File: src/rtl/bcd_scan_display.sv
// bcd_scan_display
//   Display stage for the CPU output byte. A sequential double-dabble FSM
//   converts an 8-bit binary value to three BCD digits, one shift per clock.
//   The latched result drives a time-multiplexed 3-digit 7-segment display
//   with registered outputs and optional leading-zero blanking.
//
// Parameters
//   SCAN_DIV   clock cycles each digit stays enabled (>= 2)
//   ACTIVE_LOW 1: seg/an driven 0 when lit/enabled
//   BLANK_LZ   1: blank leading zeros (ones digit is never blanked)
//
// Ports
//   clk      rising-edge system clock
//   reset    asynchronous active-high reset
//   value    binary value, sampled when load is accepted in IDLE
//   load     conversion request strobe (ignored while busy)
//   busy     high while a conversion is in progress
//   done     one-cycle pulse coincident with the bcd_out update
//   bcd_out  latched result {hundreds, tens, ones}
//   seg      segments g..a, seg[0] = a
//   an       one-hot digit enable: [0] ones, [1] tens, [2] hundreds
module bcd_scan_display #(
   parameter int unsigned SCAN_DIV   = 1024,
   parameter bit          ACTIVE_LOW = 1'b1,
   parameter bit          BLANK_LZ   = 1'b1
) (
   input  logic        clk,
   input  logic        reset,
   input  logic [7:0]  value,
   input  logic        load,
   output logic        busy,
   output logic        done,
   output logic [11:0] bcd_out,
   output logic [6:0]  seg,
   output logic [2:0]  an
);

   localparam int unsigned PW = (SCAN_DIV > 2) ? $clog2(SCAN_DIV) : 1;

   typedef enum logic [1:0] {IDLE, CONV, LATCH} state_t;

   state_t      state, state_nxt;
   logic [7:0]  shift_q;
   logic [11:0] scratch_q;
   logic [11:0] scratch_adj;
   logic [2:0]  bit_cnt;

   logic [PW-1:0] presc;
   logic [1:0]    digit_idx;
   logic [3:0]    digit;
   logic          blank;
   logic [6:0]    pat;
   logic [2:0]    an_hot;

   // Add-3 correction applied to every scratch nibble before the shift.
   always_comb begin
      scratch_adj = scratch_q;
      for (int unsigned i = 0; i < 3; i++) begin
         if (scratch_q[4*i +: 4] >= 4'd5)
            scratch_adj[4*i +: 4] = scratch_q[4*i +: 4] + 4'd3;
      end
   end

   always_comb begin
      state_nxt = state;
      case (state)
         IDLE:    if (load) state_nxt = CONV;
         CONV:    if (bit_cnt == 3'd7) state_nxt = LATCH;
         LATCH:   state_nxt = IDLE;
         default: state_nxt = IDLE;
      endcase
   end

   always_ff @(posedge clk or posedge reset) begin
      if (reset) begin
         state     <= IDLE;
         busy      <= 1'b0;
         done      <= 1'b0;
         bcd_out   <= '0;
         shift_q   <= '0;
         scratch_q <= '0;
         bit_cnt   <= '0;
      end else begin
         state <= state_nxt;
         busy  <= (state_nxt != IDLE);
         done  <= (state == LATCH);
         case (state)
            IDLE: begin
               if (load) begin
                  shift_q   <= value;
                  scratch_q <= '0;
                  bit_cnt   <= '0;
               end
            end
            CONV: begin
               // {scratch, shift} <<= 1 after the nibble correction
               scratch_q <= {scratch_adj[10:0], shift_q[7]};
               shift_q   <= {shift_q[6:0], 1'b0};
               bit_cnt   <= bit_cnt + 3'd1;
            end
            LATCH:   bcd_out <= scratch_q;
            default: ;
         endcase
      end
   end

   // Free-running scan prescaler; digit index advances on each wrap.
   always_ff @(posedge clk or posedge reset) begin
      if (reset) begin
         presc     <= '0;
         digit_idx <= '0;
      end else if (presc == PW'(SCAN_DIV - 1)) begin
         presc     <= '0;
         digit_idx <= (digit_idx == 2'd2) ? 2'd0 : digit_idx + 2'd1;
      end else begin
         presc <= presc + 1'b1;
      end
   end

   always_comb begin
      digit  = bcd_out[3:0];
      blank  = 1'b0;
      an_hot = 3'b001;
      case (digit_idx)
         2'd1: begin
            digit  = bcd_out[7:4];
            an_hot = 3'b010;
            blank  = BLANK_LZ && (bcd_out[11:8] == 4'd0) && (bcd_out[7:4] == 4'd0);
         end
         2'd2: begin
            digit  = bcd_out[11:8];
            an_hot = 3'b100;
            blank  = BLANK_LZ && (bcd_out[11:8] == 4'd0);
         end
         default: ;
      endcase

      case (digit)
         4'd0:    pat = 7'h3F;
         4'd1:    pat = 7'h06;
         4'd2:    pat = 7'h5B;
         4'd3:    pat = 7'h4F;
         4'd4:    pat = 7'h66;
         4'd5:    pat = 7'h6D;
         4'd6:    pat = 7'h7D;
         4'd7:    pat = 7'h07;
         4'd8:    pat = 7'h7F;
         4'd9:    pat = 7'h6F;
         default: pat = 7'h00;
      endcase
      if (blank) pat = 7'h00;
   end

   always_ff @(posedge clk or posedge reset) begin
      if (reset) begin
         seg <= {7{ACTIVE_LOW}};
         an  <= {3{ACTIVE_LOW}};
      end else begin
         seg <= ACTIVE_LOW ? ~pat    : pat;
         an  <= ACTIVE_LOW ? ~an_hot : an_hot;
      end
   end

endmodule
File: config.mk
export PLATFORM = sky130hd
export DESIGN_NAME = bcd_scan_display
export DESIGN_NICKNAME = d
export VERILOG_FILES = /design/src/rtl/bcd_scan_display.sv
export SDC_FILE = /design/constraint.sdc
export NUM_CORES = 1
export LEC_CHECK = 0
export BUFFER_PORTS_ARGS = -buffer_cell sky130_fd_sc_hd__buf_2
export CAP_MARGIN = 20
export CORE_UTILIZATION = 52
export DETAILED_ROUTE_END_ITERATION = 10
export PLACE_DENSITY = 0.75
export SLEW_MARGIN = 40
export SYNTH_ARGS = -nofsm -noshare
export SYNTH_HDL_FRONTEND = slang
export SYNTH_SLANG_ARGS = --single-unit
File: constraint.sdc
create_clock -name clk -period 1.9 [get_ports clk]
set_clock_uncertainty 0.05 [all_clocks]
set_input_delay 0.38 -clock clk [delete_from_list [all_inputs] [get_ports clk]]
set_output_delay 0.38 -clock clk [all_outputs]
set_load 0.01 [all_outputs]
# Word-level counts from Yosys, hierarchy flattened

Memory sizes are Yosys's and may differ from the RTL's.
Index checks and enable logic that the tools add are counted.
Widths: inputs -> output; s select.

Output and inout bits: 24
Register bits: 61
Input port bits: 11
Memories: 1
Memory bits (read-only): 112
Logic and storage cells: 55

Bitwise gates (word level): 2
Equal/unequal tests: 7
Add/subtract/negate cells: 6
Reductions and logical operators: 7
Magnitude comparators: 3
Muxes and demuxes: 18

Memories:

| name             | words | bits a word | read ports | clocked after memory_dff | write ports | line | text |
|---|---|---|---|---|---|---|---|
| (name not given) | 16    | 7           | 1          | 0                        | 0           | 138  | `case (digit)` |

Operators with widths:

| cell                  | number |
|---|---|
| $pmux 12 s2           | 1 |
| $pmux 8 s2            | 1 |
| $ge 4x3->1 const B    | 3 |
| $mux 12               | 1 |
| $pmux 3 s2            | 2 |
| $add 10x1->10 const B | 1 |
| $eq 10x10->1 const B  | 1 |
| $mux 10               | 1 |
| $add 4x2->4 const B   | 2 |
| $logic_not 4->1       | 2 |
| $mux 4                | 2 |
| $mux 8                | 1 |
| $pmux 4 s2            | 1 |
| $mux 7                | 1 |
| $not 7->7             | 1 |
| $mux 2                | 3 |
| $mux 3                | 2 |
| $eq 2x1->1 const B    | 2 |
| $eq 2x2->1 const B    | 2 |
| $pmux 2 s2            | 1 |
| $reduce_bool 2->1     | 2 |
| $add 3x1->3 const B   | 1 |
| $add 3x2->3 const B   | 1 |
| $eq 3x3->1 const B    | 1 |
| other kinds (7)       | 7 |

# Depth between registers and ports, before layout

Gate-level depths: netlist of the first run.

Word-level depth: 5
Depth in mapped cells: 10
Depth with buffers taken out: 9

# Worst setup path after synthesis of the first run

OpenSTA, ideal clock, no wires.

Path kind: flip-flop to flip-flop
From: register digit_idx[0]
To: register seg[4]
Clock period less this slack: 2.049 ns
Path buffers: 1
Stages on the path, launching flop included: 11
Data arrival time: 1.920 ns
Setup slack: -0.149 ns
Setup time: 0.079 ns
Required time: 1.771 ns
Cell sequence: dfrtp_1 inv_1 ha_1 buf_2 nor2_1 a21oi_1 inv_1 ha_1 a211oi_1 a211oi_1 o21ai_0

Longest elaborated chain between the ends: 5
Elaborated cells between the ends (all ways): 7
Classes of those cells: 2 x eq/ne; 3 x mux; 1 x bitwise; 1 x memory

Ends and longest elaborated chain:

| element                                  | line | text |
|---|---|---|
| start, declared                          | 49   | `logic [1:0] digit_idx;` |
| start signal, assigned                   | 114  | `digit_idx <= (digit_idx == 2'd2) ? 2'd0 : digit_idx + 2'd1;` |
| $eq 2x2->1 or $eq 2x1->1 (tied branches) | 124  | `case (digit_idx)` |
| $pmux 4 s2                               | 124  |  |
| $mem_v2 16x7                             | --   |  |
| $mux 7 *                                 | 151  | `if (blank) pat = 7'h00;` |
| $not 7->7 *                              | 159  | `seg <= ACTIVE_LOW ? ~pat : pat;` |
| end signal, assigned                     | 156  | `seg <= {7{ACTIVE_LOW}};` |
| end signal, assigned                     | 159  |  |
| end, declared                            | 34   | `output logic [6:0] seg,` |

Mark *: on every way between the ends. The rest lies on a longest branch, timed or not.
A chain may end at the register's enable or synchronous reset.

# Final worst setup path of the first run

From: register digit_idx[0]
To: register seg[0]

Same word-level chain as after synthesis.

==> summary.txt, run 1 <==
Status
  – Status: finished, violations left
  – Failing checks: setup timing

Yosys
  – Post-synthesis register bit count: 61
  – Post-Synth Adder-Cell Area: 7.74%
  – Syn_area_per_cell: 11.0 sq um
  – Main synth FF type: dfrtp_1
  – Synth Area in Compound Gates: 15.2%
  – Ys Warns: 0
  – Synth Net Count: 293
  – Netlist cell types: 40
  – Largest family of logic cells by synthesized area: compound AO/OA/AOI/OAI gates
  – Fraction of registers with async set/reset: 100%
  – Register area share after synthesis: 52.9%
  – Simple-Gate Fraction of Synth Area: 10.7%
  – Post-synth EDFFs: 0
  – Syn Inst Count: 264
  – Mapped Area: 0.00291 sq mm
  – XOR/XNOR Fraction of Synth Area: 3.91%
  – Mux contribution to synthesized area: 5.50%

Drt
  – First drt pass iteration count: 4
  – Antenna-violating nets left: 0
  – Routed len/inst: 14.6 um
  – Initial drt markers: 76
  – Vias per inst: 5.47
  – Vias post-DR: 2,182
  – WL final: 5820 um
  – # DRC: 0

Setup path
  – Crit path DAT: 2.10 ns
  – Worst path top cell family by delay: buffers and inverters
  – Slowest cell on crit path: dfrtp_1
  – CP bufs+invs: 3
  – Worst path required time: 2.10 ns
  – Critical path peak fanout: 7
  – Crit path launch type: flop
  – Cell mode on critical path: buf_4
  – Critical Path, Cell by Cell: inv_2, ha_4, buf_4, buf_4, a21oi_2, mux2i_1, o211ai_1
  – CP peak stage delay: 0.42 ns
  – Worst Setup End Kind: flop
  – Crit Path Category: reg -> reg

Global routing
  – Vias in the first global route: 2,072
  – Global Route Usage Sum: 21.2%
  – Met3 Resource Use GR: 8.45%
  – Initial antenna violation count: 0
  – Global route overflow: 0
  – Met1 Resource Use GR: 25.0%
  – First-pass GRT wire length: 9580 um
  – Layer with the highest usage: met2
  – Met2 GRT Util: 34.9%
  – Pin count of the biggest net entering global routing: 27

Placed design
  – Port bufs: 34
  – Routability cong.: 0.839
  – HPWL Detailed: 3810 um
  – Place WS: -0.0699 ns

STA
  – Final Hold Vio Count: 0
  – Tightest Pin Transition: 0.568 ns
  – Hold WS: 0.000680 ns
  – Highest Clock Rate: 525 MHz
  – Setup violations, final: 2
  – Max-slew violation count: 0
  – Fin crit share: 100%
  – RSZ-0062 raised after global routing: true
  – Slew headroom: 62.1%
  – Final Critical Period: 1.91 ns
  – Final WS setup: -0.00564 ns

Floorplan
  – CORE AREA: 0.00524 sq mm
  – Starting Density: 55.6%
  – I/O pin cnt: 35
  – Die X-Extent: 76.8 um
  – Die area: 0.00590 sq mm
  – Num rows: 26
  – Die height: 76.8 um

Final layout
  – Layout cells sized above 1: 37.1%
  – Layout Utilization: 69.9%
  – N_diodes: 0
  – Commonest non-fill, non-tap cell in the layout: dfrtp_1
  – Area growth, synth to finish: 25.8%
  – Number of fill cells in the layout: 373
  – Area of the multi-input gates: 0.00139 sq mm
  – Most frequent cells in the layout: 51 x dfrtp_1, 34 x buf_2, 26 x nand2_1
  – Fin nets: 353
  – Sequential cell area: 0.00154 sq mm

Clock network
  – CTS clock-pin slew for the worst setup and hold paths: 0.07 ns
  – Total CTS buffers: 9
  – CTS Root Cell: clkbuf_8
  – Clock Tree Buf Depth: 2
  – Level count of the clock H-tree: 3
  – CTS tree: yes
  – Worst skew pair latency: 0.34 ns
  – Clock Sinks: 61
  – Hold-fix buffers, CTS: 0

Power and ir drop
  – Cell Pwr Density: 1370 mW/mm^2
  – Leak pwr: 1.70 nW
  – VDD IR max: 0.722 mV

Hold path
  – Worst Hold Class: in -> async

Flow run
  – Max_cap viols: 0
==> worst register-to-register path: stages (launching register included) <==
cell,delay [ns]
dfrtp_1,0.42
inv_2,0.12
ha_4,0.24
buf_4,0.15
buf_4,0.15
a21oi_2,0.29
mux2i_1,0.26
o211ai_1,0.12
==> stage by stage <==
step                std cells  cell area [sq um]  TNS [ns]  power (mW)
CTS                       392               3510         0        4.93
finish                    399               3660   -0.0112        5.02
global route              399               3660    -0.468        5.39
floorplan                 264               2940         0        3.15
detailed placement        376               3280   -0.0699        3.70
global placement          376               3280         0        3.64
==> synthesized netlist by cell type, types with 3 or more instances <==
master,number,area [sq um]
ha_1,18,225
xor2_1,6,52.6
a22o_1,3,26.3
nand3_1,6,30.0
buf_2,7,35.0
xnor2_1,7,61.3
a21o_1,3,22.5
dfrtp_1,51,1280
nand2_1,27,101
mux2i_1,4,40.0
a32o_1,4,40.0
o31ai_1,4,30.0
nand2b_1,5,31.3
a22oi_1,6,45.0
and3_1,3,18.8
o21ai_0,16,80.1
mux2_2,8,90.1
o22ai_1,3,18.8
dfstp_2,10,263
o211ai_1,4,30.0
nor2_1,16,60.1
a31oi_1,6,37.5
inv_1,18,67.6
a21oi_1,6,30.0
==> state kept, by name (all words and copies together) (netlist names) <==
register   count
done           1
bcd_out       12
seg            7
digit_idx      2
presc         10
busy           1
an             3
scratch_q     12
bit_cnt        3
shift_q        8
state          2
==> report_power, final <==
part | switching, mW | internal [mW] | total, mW
clock network | 0.492 | 0.711 | 1.20
registers | 0.282 | 1.70 | 1.98
logic | 0.973 | 0.859 | 1.83
total | 1.75 | 3.27 | 5.02
==> path summary, 6_finish.rpt <==
kind                              start    endpoint  slack, ns  depth (start not counted)
min in group clk               value[4]  shift_q[4]       0.23                          3
hold reg to reg                presc[9]    presc[9]       0.43                          1
setup / recovery           digit_idx[0]      seg[0]     -0.006                          7
hold / removal                    reset    presc[8]     0.0007                          2
max in group asynchronous         reset  shift_q[7]       1.26                          3
setup reg to reg           digit_idx[0]      seg[0]     -0.006                          7
==> what timing repair did <==
item,in CTS,in global routing
pin swaps,2,8
setup endpoints to repair,3,8
gates resized for setup,7,20
hold endpoints to repair,0,0
setup buffers,0,7
==> area by class of cell <==
type / instances / area share (%)
repair buffers: 58 / 9.91
multi-input cells: 176 / 37.9
flip-flops and latches: 61 / 42.1
clock buffers: 13 / 4.62
inverters: 18 / 1.95
clock inverters: 3 / 1.16
well taps: 70 / 2.39
==> per-layer routing <==
metal / wire length (um) / vias up
met5: 0 / -
met4: 80 / 0
met3: 279 / 8
met2: 2940 / 55
met1: 2530 / 1065
li1: - / 1054
==> cell families after synthesis <==
logic type                 after synthesis
buffers and inverters                   27
and+or+nand+nor                         66
muxes                                   14
xor gates and xnor gates                13
AOI/OAI and AO/OA                       65
adders and majority gates               18
DFF                                     61
(Power assumes the default switching activity.)
==> run 2: changes to the inputs <==
--- a/config.mk
+++ b/config.mk
@@ -7,9 +7,9 @@
 export LEC_CHECK = 0
 export BUFFER_PORTS_ARGS = -buffer_cell sky130_fd_sc_hd__buf_2
 export CAP_MARGIN = 20
-export CORE_UTILIZATION = 52
+export CORE_UTILIZATION = 55
 export DETAILED_ROUTE_END_ITERATION = 10
-export PLACE_DENSITY = 0.75
+export PLACE_DENSITY = 0.76
 export SLEW_MARGIN = 40
 export SYNTH_ARGS = -nofsm -noshare
 export SYNTH_HDL_FRONTEND = slang
==> constraint.sdc (replaced) <==
create_clock -name clk -period 2.2 [get_ports clk]
set_clock_uncertainty 0.05 [all_clocks]
set_input_delay 0.44 -clock clk [delete_from_list [all_inputs] [get_ports clk]]
set_output_delay 0.44 -clock clk [all_outputs]
set_load 0.01 [all_outputs]
==> summary.txt, run 2 (same netlist as run 1, synthesis figures left out) <==
Clock network
  – CTS Root Cell: clkbuf_8
  – Clock Tree Buf Depth: 2 (unchanged)
  – CTS tree: yes
  – CTS clock-pin slew for the worst setup and hold paths: 0.07 ns (about the same)
  – Level count of the clock H-tree: 3 (unchanged)
  – Clock Sinks: 61 (unchanged)
  – Total CTS buffers: 9 (unchanged)
  – Worst skew pair latency: 0.33 ns (about the same)

Setup path
  – Worst path required time: 2.41 ns (+0.31 ns)
  – Critical path peak fanout: 5 (-2)
  – R2R Setup Slk: 0.17 ns (+0.18 ns)
  – Worst Setup End Kind: flop
  – RR Endpoint: seg[4]
  – Crit path DAT: 2.23 ns (+0.13 ns)
  – Worst reg2reg path depth: 9 (+2)
  – Reg-to-Reg Start: digit_idx[1]
  – Crit path launch type: flop
  – Crit Path Category: reg -> reg

Power and ir drop
  – Leak pwr: 1.63 nW (-4.3%)
  – Flop pwr share: 40.1% (+0.6 points)
  – Comb pwr share: 33.6% (-2.9 points)
  – Cell Pwr Density: 1230 mW/mm^2 (-10%)
  – VDD IR max: 0.623 mV (-14%)
  – P_int: 2.81 mW (-14%)
  – Clock power frac: 26.3% (+2.3 points)
  – Total net switching power: 1.44 mW (-18%)
  – Switch share: 33.8% (-1.0 points)

Placed design
  – Placed Area: 0.00318 sq mm (-2.9%)
  – Port bufs: 34 (unchanged)
  – Routability cong.: 0.819 (-2.4%)
  – HPWL Detailed: 3610 um (-5.2%)

Drt
  – First drt pass iteration count: 4 (unchanged)
  – Vias post-DR: 2,092 (-4.1%)
  – Vias per inst: 5.45 (-0.38%)
  – Antenna-violating nets left: 0 (unchanged)
  – # DRC: 0 (unchanged)
  – Initial drt markers: 95 (+25%)
  – WL final: 5380 um (-7.6%)
  – Routed len/inst: 14.0 um (-4.0%)

Floorplan
  – Die height: 74.7 um (-2.7%)
  – Num rows: 26 (unchanged)
  – Die X-Extent: 74.7 um (-2.7%)
  – Die area: 0.00559 sq mm (-5.3%)
  – I/O pin cnt: 35 (unchanged)
  – Starting Density: 57.0% (+1.4 points)
  – CORE AREA: 0.00511 sq mm (-2.5%)

STA
  – Slew headroom: 53.3% (-8.9 points)
  – Hold WS: 0.0657 ns (+0.0650 ns)
  – Tightest Pin Transition: 0.701 ns (+0.133 ns)
  – Final Critical Period: 2.03 ns (+0.120 ns)
  – Highest Clock Rate: 494 MHz (-5.9%)
  – Final Hold Vio Count: 0 (unchanged)
  – Setup violations, final: 0 (-2)
  – Max-slew violation count: 0 (unchanged)
  – Fin crit share: 92.1% (-8.2 points)

Status
  – Status: finished clean

Global routing
  – Vias in the first global route: 1,885 (-9.0%)
  – Global Route Usage Sum: 21.2% (about the same)
  – First-pass GRT wire length: 8680 um (-9.4%)
  – Pin count of the biggest net entering global routing: 29 (+7.4%)
  – Initial antenna violation count: 0 (unchanged)
  – Global route overflow: 0 (unchanged)

Final layout
  – Most frequent cells in the layout: 51 x dfrtp_1, 34 x buf_2, 27 x nand2_1
  – Commonest non-fill, non-tap cell in the layout: dfrtp_1
  – Fin nets: 338 (-4.2%)
  – Layout cells sized above 1: 28.7% (-8.4 points)
  – N_diodes: 0 (unchanged)
  – Final Cell Area: 0.00346 sq mm (-5.6%)
  – Area growth, synth to finish: 18.7%
  – Largest registers: bcd_out x12, scratch_q x12, presc x10

Flow run
  – Max_cap viols: 0 (unchanged)

Hold path
  – Worst Hold Class: in -> async
==> run 2: final cells by class <==
cell class | count | area [sq um]
fillers | 385 | 1650
flip-flops and latches | 61 | 1540
multi-input cells | 176 | 1290
repair buffers | 43 | 250
clock buffers | 12 | 155
well taps | 70 | 87.6
clock inverters | 4 | 70.1
inverters | 18 | 67.6
==> run 2: timing repair <==
item	4_1_cts	5_1_grt
resized for setup	0	6
setup buffers	0	2
hold buffers	0	0
setup endpoints to repair	0	1
==> run 2: power groups by stage <==
| stage | sequential, mW | combinational, mW | clock [mW] |
|---|---|---|---|
| 4_1_cts | 1.70 | 1.42 | 1.13 |
| 6_report | 1.70 | 1.43 | 1.12 |
| 2_1_floorplan | 1.71 | 1.01 | 0 |
| 3_5_place_dp | 1.72 | 1.40 | 0 |
| 5_1_grt | 1.75 | 1.61 | 1.19 |
| 3_3_place_gp | 1.71 | 1.36 | 0 |
==> run 2: worst max-delay path, cell delays in order, from the launching register on <==
cell and delay [ns]:
dfrtp_1 0.43, inv_1 0.16, ha_2 0.25, a22oi_1 0.09, a21oi_2 0.25, inv_1 0.12
ha_1 0.22, a211oi_2 0.14, a211oi_1 0.06, o21ai_0 0.18
==> run 2: worst max path at each step <==
| stage | startpoint | end | slack (ns) | cells past startpoint |
|---|---|---|---|---|
| final | digit_idx[1] | seg[4] | 0.17 | 9 |
| after global routing | digit_idx[0] | seg[4] | -0.02 | 9 |
| after CTS | digit_idx[0] | seg[4] | 0.04 | 9 |
| after detailed placement | digit_idx[0] | seg[4] | 0.15 | 9 |
| after global placement | digit_idx[0] | seg[4] | 0.26 | 9 |
| after floorplan | digit_idx[0] | seg[4] | 0.15 | 10 |
==> run 2: metrics by stage <==
step	instances	power, mW	setup WS [ns]	TNS [ns]	utilization, %
2_1_floorplan	264	2.72	0.151	0	-
3_3_place_gp	366	3.07	0.255	0	62.3
3_5_place_dp	366	3.12	0.146	0	62.3
4_1_cts	382	4.26	0.0407	0	66.7
5_1_grt	384	4.55	-0.0201	-0.0201	67.7
6_report	384	4.25	0.175	0	67.7
==> run 2: metal layers <==
metal  vias up  global-route usage, %  wire length (um)
met5         -                      0                 0
met4         0                   8.81                80
met3         9                   6.02               235
met2        49                   34.9              2630
met1      1014                   26.3              2430
li1       1020                      -                 -
